[config.mk]
export PLATFORM = sky130hd
export DESIGN_NAME = add_43bits_arb
export DESIGN_NICKNAME = d
export VERILOG_FILES = /design/src/rtl/fp_mul_pkg.sv /design/src/rtl/add_43bits.sv /design/src/rtl/add_43bits_arb.sv
export SDC_FILE = /design/constraint.sdc
export NUM_CORES = 1
export LEC_CHECK = 0
export BUFFER_PORTS_ARGS = -buffer_cell sky130_fd_sc_hd__buf_2
export CAP_MARGIN = 40
export CORE_MARGIN = 2
export CORE_UTILIZATION = 50
export DETAILED_ROUTE_END_ITERATION = 7
export GPL_TIMING_DRIVEN = 0
export MAX_ROUTING_LAYER = met4
export PLACE_DENSITY = 0.93
export SKIP_CTS_REPAIR_TIMING = 1
export SYNTH_ARGS = -nofsm -noshare
export SYNTH_HDL_FRONTEND = slang
export SYNTH_SLANG_ARGS = --single-unit
[constraint.sdc]
create_clock -name i_clk -period 5.1 [get_ports i_clk]
set_input_delay 1.02 -clock i_clk [delete_from_list [all_inputs] [get_ports i_clk]]
set_output_delay 1.02 -clock i_clk [all_outputs]
set_load 0.1 [all_outputs]
[src/rtl/fp_mul_pkg.sv]
// ---------------------------------------------------------------------------
// fp_mul_pkg
//   Shared types, constants and helpers for the floating-point multiplier
//   datapath blocks. The adder arbiter uses:
//     WORD_W       - width of one adder operand / result word
//     MAX_REQ      - largest supported requester count
//     IDX_W        - internal requester index width (covers MAX_REQ)
//     arb_state_e  - arbiter FSM states
//     rsp_t        - contents of the registered result slot
//     pick_t       - result of a round-robin search
//     rr_pick()    - round-robin search starting at a pointer
//     rr_next()    - pointer increment modulo the requester count
// ---------------------------------------------------------------------------
package fp_mul_pkg;

    localparam int WORD_W  = 43;
    localparam int MAX_REQ = 4;
    localparam int IDX_W   = 2;

    typedef enum logic {
        ARB  = 1'b0,   // free arbitration
        LOCK = 1'b1    // adder owned by one requester until its last beat
    } arb_state_e;

    typedef struct packed {
        logic [WORD_W-1:0] data;
        logic              carry;
        logic [IDX_W-1:0]  id;
        logic              last;
    } rsp_t;

    typedef struct packed {
        logic             found;
        logic [IDX_W-1:0] idx;
    } pick_t;

    // First valid requester found searching ptr, ptr+1, ... modulo n_req.
    function automatic pick_t rr_pick(
        input logic [MAX_REQ-1:0] valid,
        input logic [IDX_W-1:0]   ptr,
        input int unsigned        n_req
    );
        pick_t       pick;
        int unsigned k;
        pick = '0;
        for (int unsigned i = 0; i < MAX_REQ; i++) begin
            k = (32'(ptr) + i) % n_req;
            if (i < n_req && !pick.found && valid[k[IDX_W-1:0]]) begin
                pick.found = 1'b1;
                pick.idx   = k[IDX_W-1:0];
            end
        end
        return pick;
    endfunction

    // idx + 1 wrapped to the requester count.
    function automatic logic [IDX_W-1:0] rr_next(
        input logic [IDX_W-1:0] idx,
        input int unsigned      n_req
    );
        if (32'(idx) + 1 >= n_req) begin
            return '0;
        end
        return idx + 1'b1;
    endfunction

endpackage

[src/rtl/add_43bits.sv]
// ---------------------------------------------------------------------------
// add_43bits
//   Purely combinational 43-bit adder with carry-in and carry-out.
//   {o_carry, o_data} = i_data_one + i_data_two + i_carry (mod 2^44).
// Ports:
//   i_data_one  in  43  operand A
//   i_data_two  in  43  operand B
//   i_carry     in  1   carry-in
//   o_data      out 43  sum
//   o_carry     out 1   carry-out
// ---------------------------------------------------------------------------
module add_43bits
    import fp_mul_pkg::*;
(
    input  logic [WORD_W-1:0] i_data_one,
    input  logic [WORD_W-1:0] i_data_two,
    input  logic              i_carry,
    output logic [WORD_W-1:0] o_data,
    output logic              o_carry
);

    logic [WORD_W:0] sum;

    assign sum     = {1'b0, i_data_one} + {1'b0, i_data_two} + {{WORD_W{1'b0}}, i_carry};
    assign o_data  = sum[WORD_W-1:0];
    assign o_carry = sum[WORD_W];

endmodule

[src/rtl/add_43bits_arb.sv]
// ---------------------------------------------------------------------------
// add_43bits_arb
//   Round-robin arbiter sharing one add_43bits among N_REQ requesters.
//   Single-beat requests arbitrate freely; a multi-beat request locks the
//   adder to its owner and ripples the carry from beat to beat. Results land
//   in a one-entry registered slot with valid/ready back-pressure.
// Ports:
//   i_clk        in  1           clock
//   i_rst_n      in  1           async active-low reset
//   i_req_valid  in  N_REQ       per-requester beat valid
//   o_req_ready  out N_REQ       per-requester accept (one-hot or zero)
//   i_req_last   in  N_REQ       final beat of a request
//   i_data_one   in  N_REQ*43    operand A, requester k at [43k+42:43k]
//   i_data_two   in  N_REQ*43    operand B, same packing
//   i_carry      in  N_REQ       carry-in, used on a first beat only
//   o_rsp_valid  out 1           result slot occupied
//   i_rsp_ready  in  1           consumer accepts the result
//   o_rsp_id     out ID_W        requester owning the result
//   o_rsp_last   out 1           last flag of the result beat
//   o_data       out 43          sum
//   o_carry      out 1           carry-out
// ---------------------------------------------------------------------------
module add_43bits_arb
    import fp_mul_pkg::*;
#(
    parameter int N_REQ = 2,
    parameter int ID_W  = 2
) (
    input  logic                    i_clk,
    input  logic                    i_rst_n,
    input  logic [N_REQ-1:0]        i_req_valid,
    output logic [N_REQ-1:0]        o_req_ready,
    input  logic [N_REQ-1:0]        i_req_last,
    input  logic [N_REQ*WORD_W-1:0] i_data_one,
    input  logic [N_REQ*WORD_W-1:0] i_data_two,
    input  logic [N_REQ-1:0]        i_carry,
    output logic                    o_rsp_valid,
    input  logic                    i_rsp_ready,
    output logic [ID_W-1:0]         o_rsp_id,
    output logic                    o_rsp_last,
    output logic [WORD_W-1:0]       o_data,
    output logic                    o_carry
);

    arb_state_e       state_q, state_d;
    logic [IDX_W-1:0] rr_ptr_q;
    logic [IDX_W-1:0] owner_q;
    logic             chain_c_q;
    logic             rsp_valid_q;
    rsp_t             slot_q;

    logic [MAX_REQ-1:0] valid_ext;
    logic [MAX_REQ-1:0] last_ext;
    logic [MAX_REQ-1:0] carry_ext;

    pick_t              grant;
    logic               slot_free;
    logic               accept;
    logic               sel_last;
    logic               add_cin;
    logic [WORD_W-1:0]  add_a;
    logic [WORD_W-1:0]  add_b;
    logic [WORD_W-1:0]  add_sum;
    logic               add_cout;

    assign valid_ext = MAX_REQ'(i_req_valid);
    assign last_ext  = MAX_REQ'(i_req_last);
    assign carry_ext = MAX_REQ'(i_carry);

    assign slot_free = !rsp_valid_q || i_rsp_ready;
    // Gating with i_rst_n keeps every requester stalled while reset is held.
    assign accept    = i_rst_n && slot_free && grant.found;

    // ---------------- FSM: state register ----------------
    // NOTE: sequential state uses non-blocking (<=) so every register samples
    // pre-edge values; combinational blocks use blocking (=).
    always_ff @(posedge i_clk or negedge i_rst_n) begin
        if (!i_rst_n) begin
            state_q <= ARB;
        end else begin
            state_q <= state_d;
        end
    end

    // ---------------- FSM: next state ----------------
    always_comb begin
        // NOTE: default assignment first so no path leaves state_d unassigned
        // (which would infer a latch).
        state_d = state_q;
        case (state_q)
            ARB:     if (accept && !sel_last) state_d = LOCK;
            LOCK:    if (accept &&  sel_last) state_d = ARB;
            default: state_d = ARB;
        endcase
    end

    // ---------------- FSM: outputs (grant, ready, adder muxes) ----------------
    always_comb begin
        grant       = '0;
        o_req_ready = '0;
        add_a       = '0;
        add_b       = '0;

        if (state_q == ARB) begin
            grant = rr_pick(valid_ext, rr_ptr_q, N_REQ);
        end else begin
            // Only the owner may proceed; everyone else stalls until its last beat.
            grant.found = valid_ext[owner_q];
            grant.idx   = owner_q;
        end

        sel_last = last_ext[grant.idx];
        // The chain carry replaces the requester carry on every locked beat.
        add_cin  = (state_q == ARB) ? carry_ext[grant.idx] : chain_c_q;

        for (int k = 0; k < N_REQ; k++) begin
            if (grant.idx == IDX_W'(k)) begin
                add_a          = i_data_one[k*WORD_W +: WORD_W];
                add_b          = i_data_two[k*WORD_W +: WORD_W];
                o_req_ready[k] = accept;
            end
        end
    end

    add_43bits u_add (
        .i_data_one (add_a),
        .i_data_two (add_b),
        .i_carry    (add_cin),
        .o_data     (add_sum),
        .o_carry    (add_cout)
    );

    // ---------------- Pointer, owner, chain carry, result slot ----------------
    always_ff @(posedge i_clk or negedge i_rst_n) begin
        if (!i_rst_n) begin
            rr_ptr_q    <= '0;
            owner_q     <= '0;
            chain_c_q   <= 1'b0;
            rsp_valid_q <= 1'b0;
            // NOTE: the slot payload is reset too because its value is visible
            // on the outputs straight out of reset, not just when valid.
            slot_q      <= '0;
        end else begin
            if (accept) begin
                // Advancing on every beat is equivalent to advancing past the
                // owner at the end of a burst: the pointer is unused in LOCK.
                rr_ptr_q    <= rr_next(grant.idx, N_REQ);
                chain_c_q   <= add_cout;
                rsp_valid_q <= 1'b1;
                slot_q      <= '{data: add_sum, carry: add_cout, id: grant.idx, last: sel_last};
                if (state_q == ARB) begin
                    owner_q <= grant.idx;
                end
            end else if (i_rsp_ready) begin
                rsp_valid_q <= 1'b0;
            end
        end
    end

    assign o_rsp_valid = rsp_valid_q;
    assign o_data      = slot_q.data;
    assign o_carry     = slot_q.carry;
    assign o_rsp_id    = ID_W'(slot_q.id);
    assign o_rsp_last  = slot_q.last;

endmodule

Word level (Yosys, flattened, before mapping) --
Index checks and enable logic that the tools add are counted.
Word-level totals: register bits after elaboration 52, latch bits 0, bits in writable memories 0, ROM bits 0, input bits 181, output and inout bits 50, logic and storage cells 62, memories 0
Cells by class: add/subtract/negate cells 5, multipliers 0, divide/modulo/power cells 0, magnitude comparators 5, equal/unequal tests 1, shifts and indexed selects 0, multiplexer cells 30, bitwise logic cells 1, reductions and logical operators 12
Operators with widths (count):
- 43-bit 2-to-1 mux | 4
- 43-bit by 43-bit adder with 44-bit output | 1
- 44-bit by 1-bit adder with 44-bit output | 1
- 1-bit 2-to-1 mux | 18
- 3-bit 2-to-1 mux | 4
- 1-bit binary-select mux with 2-bit select | 3
- 1-bit by 3-bit less-than comparator with 1-bit output (second input constant) | 2
- 2-bit by 3-bit less-than comparator with 1-bit output (second input constant) | 2
- 1-bit logical AND | 5
- 2-bit by 1-bit adder with 3-bit output (second input constant) | 1
- 3-bit by 2-bit greater-or-equal comparator with 1-bit output (second input constant) | 1
- 1-bit zero test | 3
- 1-bit adder (second input constant) | 2
- 2-bit by 1-bit == test with 1-bit output (second input constant) | 1
- 2-bit zero test | 1
- 1-bit one-hot mux with 2 select lines | 1
- 2-bit AND reduction | 1
- 2-bit nonzero test | 1
- 1-bit logical OR | 1
- 1-bit inverter | 1

Logic depth before layout (Yosys ltp) --
depth after elaboration 14, gate-level depth with buffers 18, depth with buffers taken out 15

Modules after synthesis --
A second synthesis with hierarchy kept.
Second synthesis, totals: cell total of the unflattened synthesis 601, area, all modules 5382.7 sq um
Modules (own cells, without submodules):
- add_43bits_arb | instances 1, cells each 242, area an instance 2952.8 sq um, sequential area each 1301.2 sq um
- add_43bits | instances 1, cells each 359, area an instance 2429.8 sq um, sequential area each 0.0 sq um

Worst setup path after synthesis --
No wires, ideal clock.
path kind input to register, from input port i_req_valid[0], to register slot_q, in the netlist o_data[40], setup time 124 ps, data arrival time 4537 ps, data required time 4976 ps, setup slack 439 ps, stages on the path 17, cells stage by stage inv_1 > o21ai_0 > o21a_1 > clkbuf_1 > buf_2 > nand2_1 > a21o_1 > fa_1 > fa_1 > nand2b_1 > a21oi_2 > o2111ai_4 > o2111ai_4 > a211oi_4 > o31ai_4 > nor2_1 > a211o_1
Between the ends: cells in the longest elaborated chain, start to end 13
Ends and longest elaborated chain:
- start, declared | line add_43bits_arb.sv:31 | input logic [N_REQ-1:0] i_req_valid,
- 1-bit 2-to-1 mux (not written as such) (2 in a row) | line fp_mul_pkg.sv:48 | if (i < n_req && !pick.found && valid[k[IDX_W-1:0]]) begin
- 3-bit 2-to-1 mux | line fp_mul_pkg.sv:48
- 3-bit 2-to-1 mux | line add_43bits_arb.sv:104 | if (state_q == ARB) begin
- 1-bit zero test | line fp_mul_pkg.sv:48
- 1-bit logical AND | line fp_mul_pkg.sv:48
- 3-bit 2-to-1 mux | line fp_mul_pkg.sv:48
- 3-bit 2-to-1 mux (*) | line add_43bits_arb.sv:104
- 2-bit zero test | line add_43bits_arb.sv:117 | if (grant.idx == IDX_W'(k)) begin
- 43-bit 2-to-1 mux (2 in a row) | line add_43bits_arb.sv:117
- 43-bit by 43-bit adder with 44-bit output | line add_43bits.sv:24 | assign sum = {1'b0, i_data_one} + {1'b0, i_data_two} + {{WORD_W{1'b0}}, i_carry};
- 44-bit by 1-bit adder with 44-bit output | line add_43bits.sv:24
- end signal, assigned | line add_43bits_arb.sv:150 | slot_q <= '{data: add_sum, carry: add_cout, id: grant.idx, last: sel_last};
- end, declared | line add_43bits_arb.sv:50 | rsp_t slot_q;
Mark *: on every way between the ends. The rest lies on a longest branch, timed or not. The select of a mux whose other input is x is not followed. A chain may end at the register's enable or synchronous reset.

Worst setup path in the final report --
from input port i_req_valid[0], to register slot_q, in the netlist o_data[42]
The elaborated chain is that of the path after synthesis.

==> Implementation_results.wiki <==
{| class="wikitable"
! Metric !! Value
|-
| Mapped Nets || between 1000 and 1500
|-
| Final weighted congestion in routability-driven placement || slightly below 1
|-
| Number of placed instances with taps included || between 1000 and 1500
|-
| WL met1 || around 8000 um
|-
| Worst path required time || between 5000 and 6000 ps
|-
| Number of global-route vias before repair || 5980
|-
| Share of Yosys cell area claimed by the top area cell type || a little under a quarter
|-
| Clock slew seen by the registers of the worst setup and hold paths || roughly 70 ps
|-
| Depth of the worst register-to-register path || 15
|-
| WS Path Type || in -> reg
|-
| CTS tree || done
|-
| Number of remaining DRC errors || 0
|-
| Area of the placeable core || roughly 11000 um^2
|-
| Average routed wire per standard cell || roughly 15 um
|-
| Routed length on met2 || between 8000 and 9000 um
|-
| Number of cells produced by synthesis || 829
|-
| Critical path cell sequence || buf_2, inv_1, o21ai_2, o21ai_2, buf_2, nand2_1, a21o_1, fa_1, fa_1, nand2b_1, a21oi_2, o2111ai_4, o32ai_2, o211ai_1, a211o_1, and3_1, o31ai_2
|-
| Routed vias/inst || ~5.7
|-
| Delay of the slowest critical-path stage || between 400 and 500 ps
|-
| Initial core utilization || around 52%
|-
| Ys Warns || 0
|-
| Outcome || finished clean
|-
| Fraction of registers with async set or reset after synthesis || 100%
|-
| Routed via count || ~6800
|-
| Ports || between 200 and 250
|-
| Detailed-router iteration count before antenna repair || 5
|-
| DIE AREA || 12200 um^2
|-
| Detail Placement HPWL || 14800 um
|-
| Max Buffers Root-to-Sink || 2
|-
| Grt ovf || 0
|-
| Actual transition at the worst max-transition pin || between 600 and 700 ps
|-
| Slew Limit Fails || 0
|-
| Capture point of the worst path || o_data[42]$_DFFE_PN0P_
|-
| Syn avg cell area || about 6.8 um^2
|-
| Class of the tightest hold or removal check || reg -> reg
|-
| Relative max-transition margin || 53.5%
|-
| Final #Nets || approximately 1300
|-
| Final total negative setup slack || 0 ps
|-
| Main synth FF type || sky130_fd_sc_hd__dfrtp_1
|-
| Total routing usage reported by global routing || 30.9%
|-
| Width of the die || roughly 110 um
|-
| Aggregate routed wire length || between 15000 and 20000 um
|-
| Final cell count without fillers || approximately 1200
|-
| Clk sinks || 52
|-
| Pin count of the biggest net entering global routing || 35
|-
| Slowest cell on the critical path || sky130_fd_sc_hd__fa_1
|-
| Core occupancy in the finished layout || roughly two thirds
|-
| Critical Path Start || i_req_valid[0]
|-
| Top post-synthesis cells by area || sky130_fd_sc_hd__dfrtp_1, sky130_fd_sc_hd__nand2_1, sky130_fd_sc_hd__a21oi_1
|-
| Post-synthesis register bit count || 52
|-
| Critical path peak fanout || 10
|-
| Top cells by instance count after synthesis || sky130_fd_sc_hd__nand2_1, sky130_fd_sc_hd__a21oi_1, sky130_fd_sc_hd__dfrtp_1, sky130_fd_sc_hd__o21ai_0, sky130_fd_sc_hd__ha_1
|-
| Critical Path Sink Type || flop
|-
| Arrival time at the worst endpoint || a little over 5000 ps
|-
| Slack of the worst reg-to-reg path || 640 ps
|-
| Area added between synthesis and finish || 26.4%
|-
| Post-route ant nets || 0
|-
| Antenna cells || 0
|-
| Unrepaired setup endpoints after global routing || false
|-
| Final setup violation count || 0
|-
| Cell type with the highest aggregate area in the netlist || sky130_fd_sc_hd__dfrtp_1
|-
| Fin crit share || about 97%
|-
| Number of distinct library cell variants in the gate-level netlist after synthesis || slightly below 60
|-
| # port buffers || 230
|-
| Number of enable-type register cells in the synthesized netlist || 0
|-
| Metal3 WL || ~1300 um
|-
| Maximum frequency from static timing analysis || a little over 0.2 GHz
|-
| Violation count after the first detailed-route iteration || around 500
|-
| Top routing layer in use || met4
|-
| Netlist area before placement || between 5000 and 6000 um^2
|-
| Total CTS buffers || 5
|-
| Cell row count || 38
|-
| Register area share after synthesis || roughly 23%
|-
| Max-cap check violation count || 0
|-
| End of the worst register-to-register path || o_data[42]$_DFFE_PN0P_
|-
| Fill cell count || about 1000
|-
| Final critical-path required period || a little under 5000 ps
|-
| Root Buffer Master || sky130_fd_sc_hd__clkbuf_16
|-
| Global-route wire length before repair || between 20000 and 30000 um
|-
| Fraction of final layout cells sized beyond drive strength 1 || about a quarter
|-
| Number of antenna violations at the first check in global routing || 0
|-
| Chip Height || approximately 110 um
|-
| Fin Hold WS || around 480 ps
|-
| Later-pin clock latency in the skew report || ~290 ps
|-
| Startpoint types || input pin
|-
| Leading cell type by number of instances after synthesis || sky130_fd_sc_hd__nand2_1
|-
| Hold Vio Cnt, Final || 0
|-
| Worst clock skew || 5.97 ps
|-
| H-Tree Level Count || 2
|}
[routing by layer]
layer  GRT usage [%]  vias to the layer above
met5               -                        -
met1            40.2                     3101
li1                -                     3353
met3            2.12                       43
met2            51.1                      325
met4            11.1                        0
[logic make-up (layout without fill, tap and decap cells)]
kind of cell             Yosys count  count (layout)  synth area share, %
buffers and inverters             71             308                 4.96
AND/OR/NAND/NOR                  349             349                 25.8
AO/OA/AOI/OAI                    274             274                 30.1
XOR/XNOR                          34              34                 5.27
flip-flops                        52              52                 23.0
adder cells (fa/ha/maj)           44              44                 10.0
multiplexers                       5               5                0.907
[metrics by stage]
| stage | setup WS (ps) | cell area (um^2) |
|---|---|---|
| 2_1_floorplan | 439 | 5650 |
| 3_3_place_gp | -564 | 6980 |
| 3_5_place_dp | -579 | 7000 |
| 4_1_cts | -308 | 7140 |
| 5_1_grt | 61.6 | 7150 |
| 6_report | 172 | 7150 |
[worst min path at each step]
stage | endpoint | from | cells after the start | slack (ps)
floorplan | rr_ptr_q[0]$_DFFE_PN0P_ | rr_ptr_q[0]$_DFFE_PN0P_ | 1 | 440
global placement | o_data[13]$_DFFE_PN0P_ | o_data[13]$_DFFE_PN0P_ | 2 | 460
detailed placement | o_data[3]$_DFFE_PN0P_ | o_data[3]$_DFFE_PN0P_ | 2 | 460
CTS | o_data[3]$_DFFE_PN0P_ | o_data[3]$_DFFE_PN0P_ | 2 | 480
global route | o_data[21]$_DFFE_PN0P_ | o_data[21]$_DFFE_PN0P_ | 2 | 500
finish | o_data[34]$_DFFE_PN0P_ | o_data[34]$_DFFE_PN0P_ | 2 | 480
[cells in the final DEF (no fill, tap or decap), drive strengths merged, types with 2 or more instances in the layout]
master,count
a211o,3
a211oi,6
a21boi,3
a21o,17
a21oi,138
a221o,3
a311o,2
a31oi,5
and2,8
and3,4
buf,246
clkbuf,43
dfrtp,52
fa,2
ha,42
inv,17
mux2i,4
nand2,256
nand2b,10
nand3,8
nand4,11
nor2,34
nor2b,3
nor3,5
o2111ai,3
o211ai,14
o21a,3
o21ai,60
o21bai,3
o31ai,6
or2,3
or3,3
xnor2,20
xor2,14
[cell type report]
type	instances	area [um^2]	share of cell area, %
plain buffers	53	216	3.03
inverters	17	63.8	0.893
well taps	140	175	2.45
clock buffers	5	125	1.75
flip-flops and latches	52	1300	18.2
multi-input cells	706	4080	57.1
repair buffers	231	1170	16.4
clock inverters	2	12.5	0.175
[critical path: cells and delay by family]
family / cells / cell delay, ps
AO/OA/AOI/OAI: 9 / 2160
adder cells (fa/ha/maj): 2 / 880
AND/OR/NAND/NOR: 3 / 480
buffers and inverters: 3 / 580
[sequential cells by signal (all words and copies together), names as in the netlist, named ones only]
| register | flops |
|---|---|
| o_data | 43 |
| rr_ptr_q | 1 |
| owner_q | 2 |
| o_rsp_valid | 1 |
| o_rsp_last | 1 |
| o_rsp_id | 2 |
| o_carry | 1 |
Power is not shown: default switching activity piles up to over one toggle a cycle in this logic, so the estimate is an artifact.
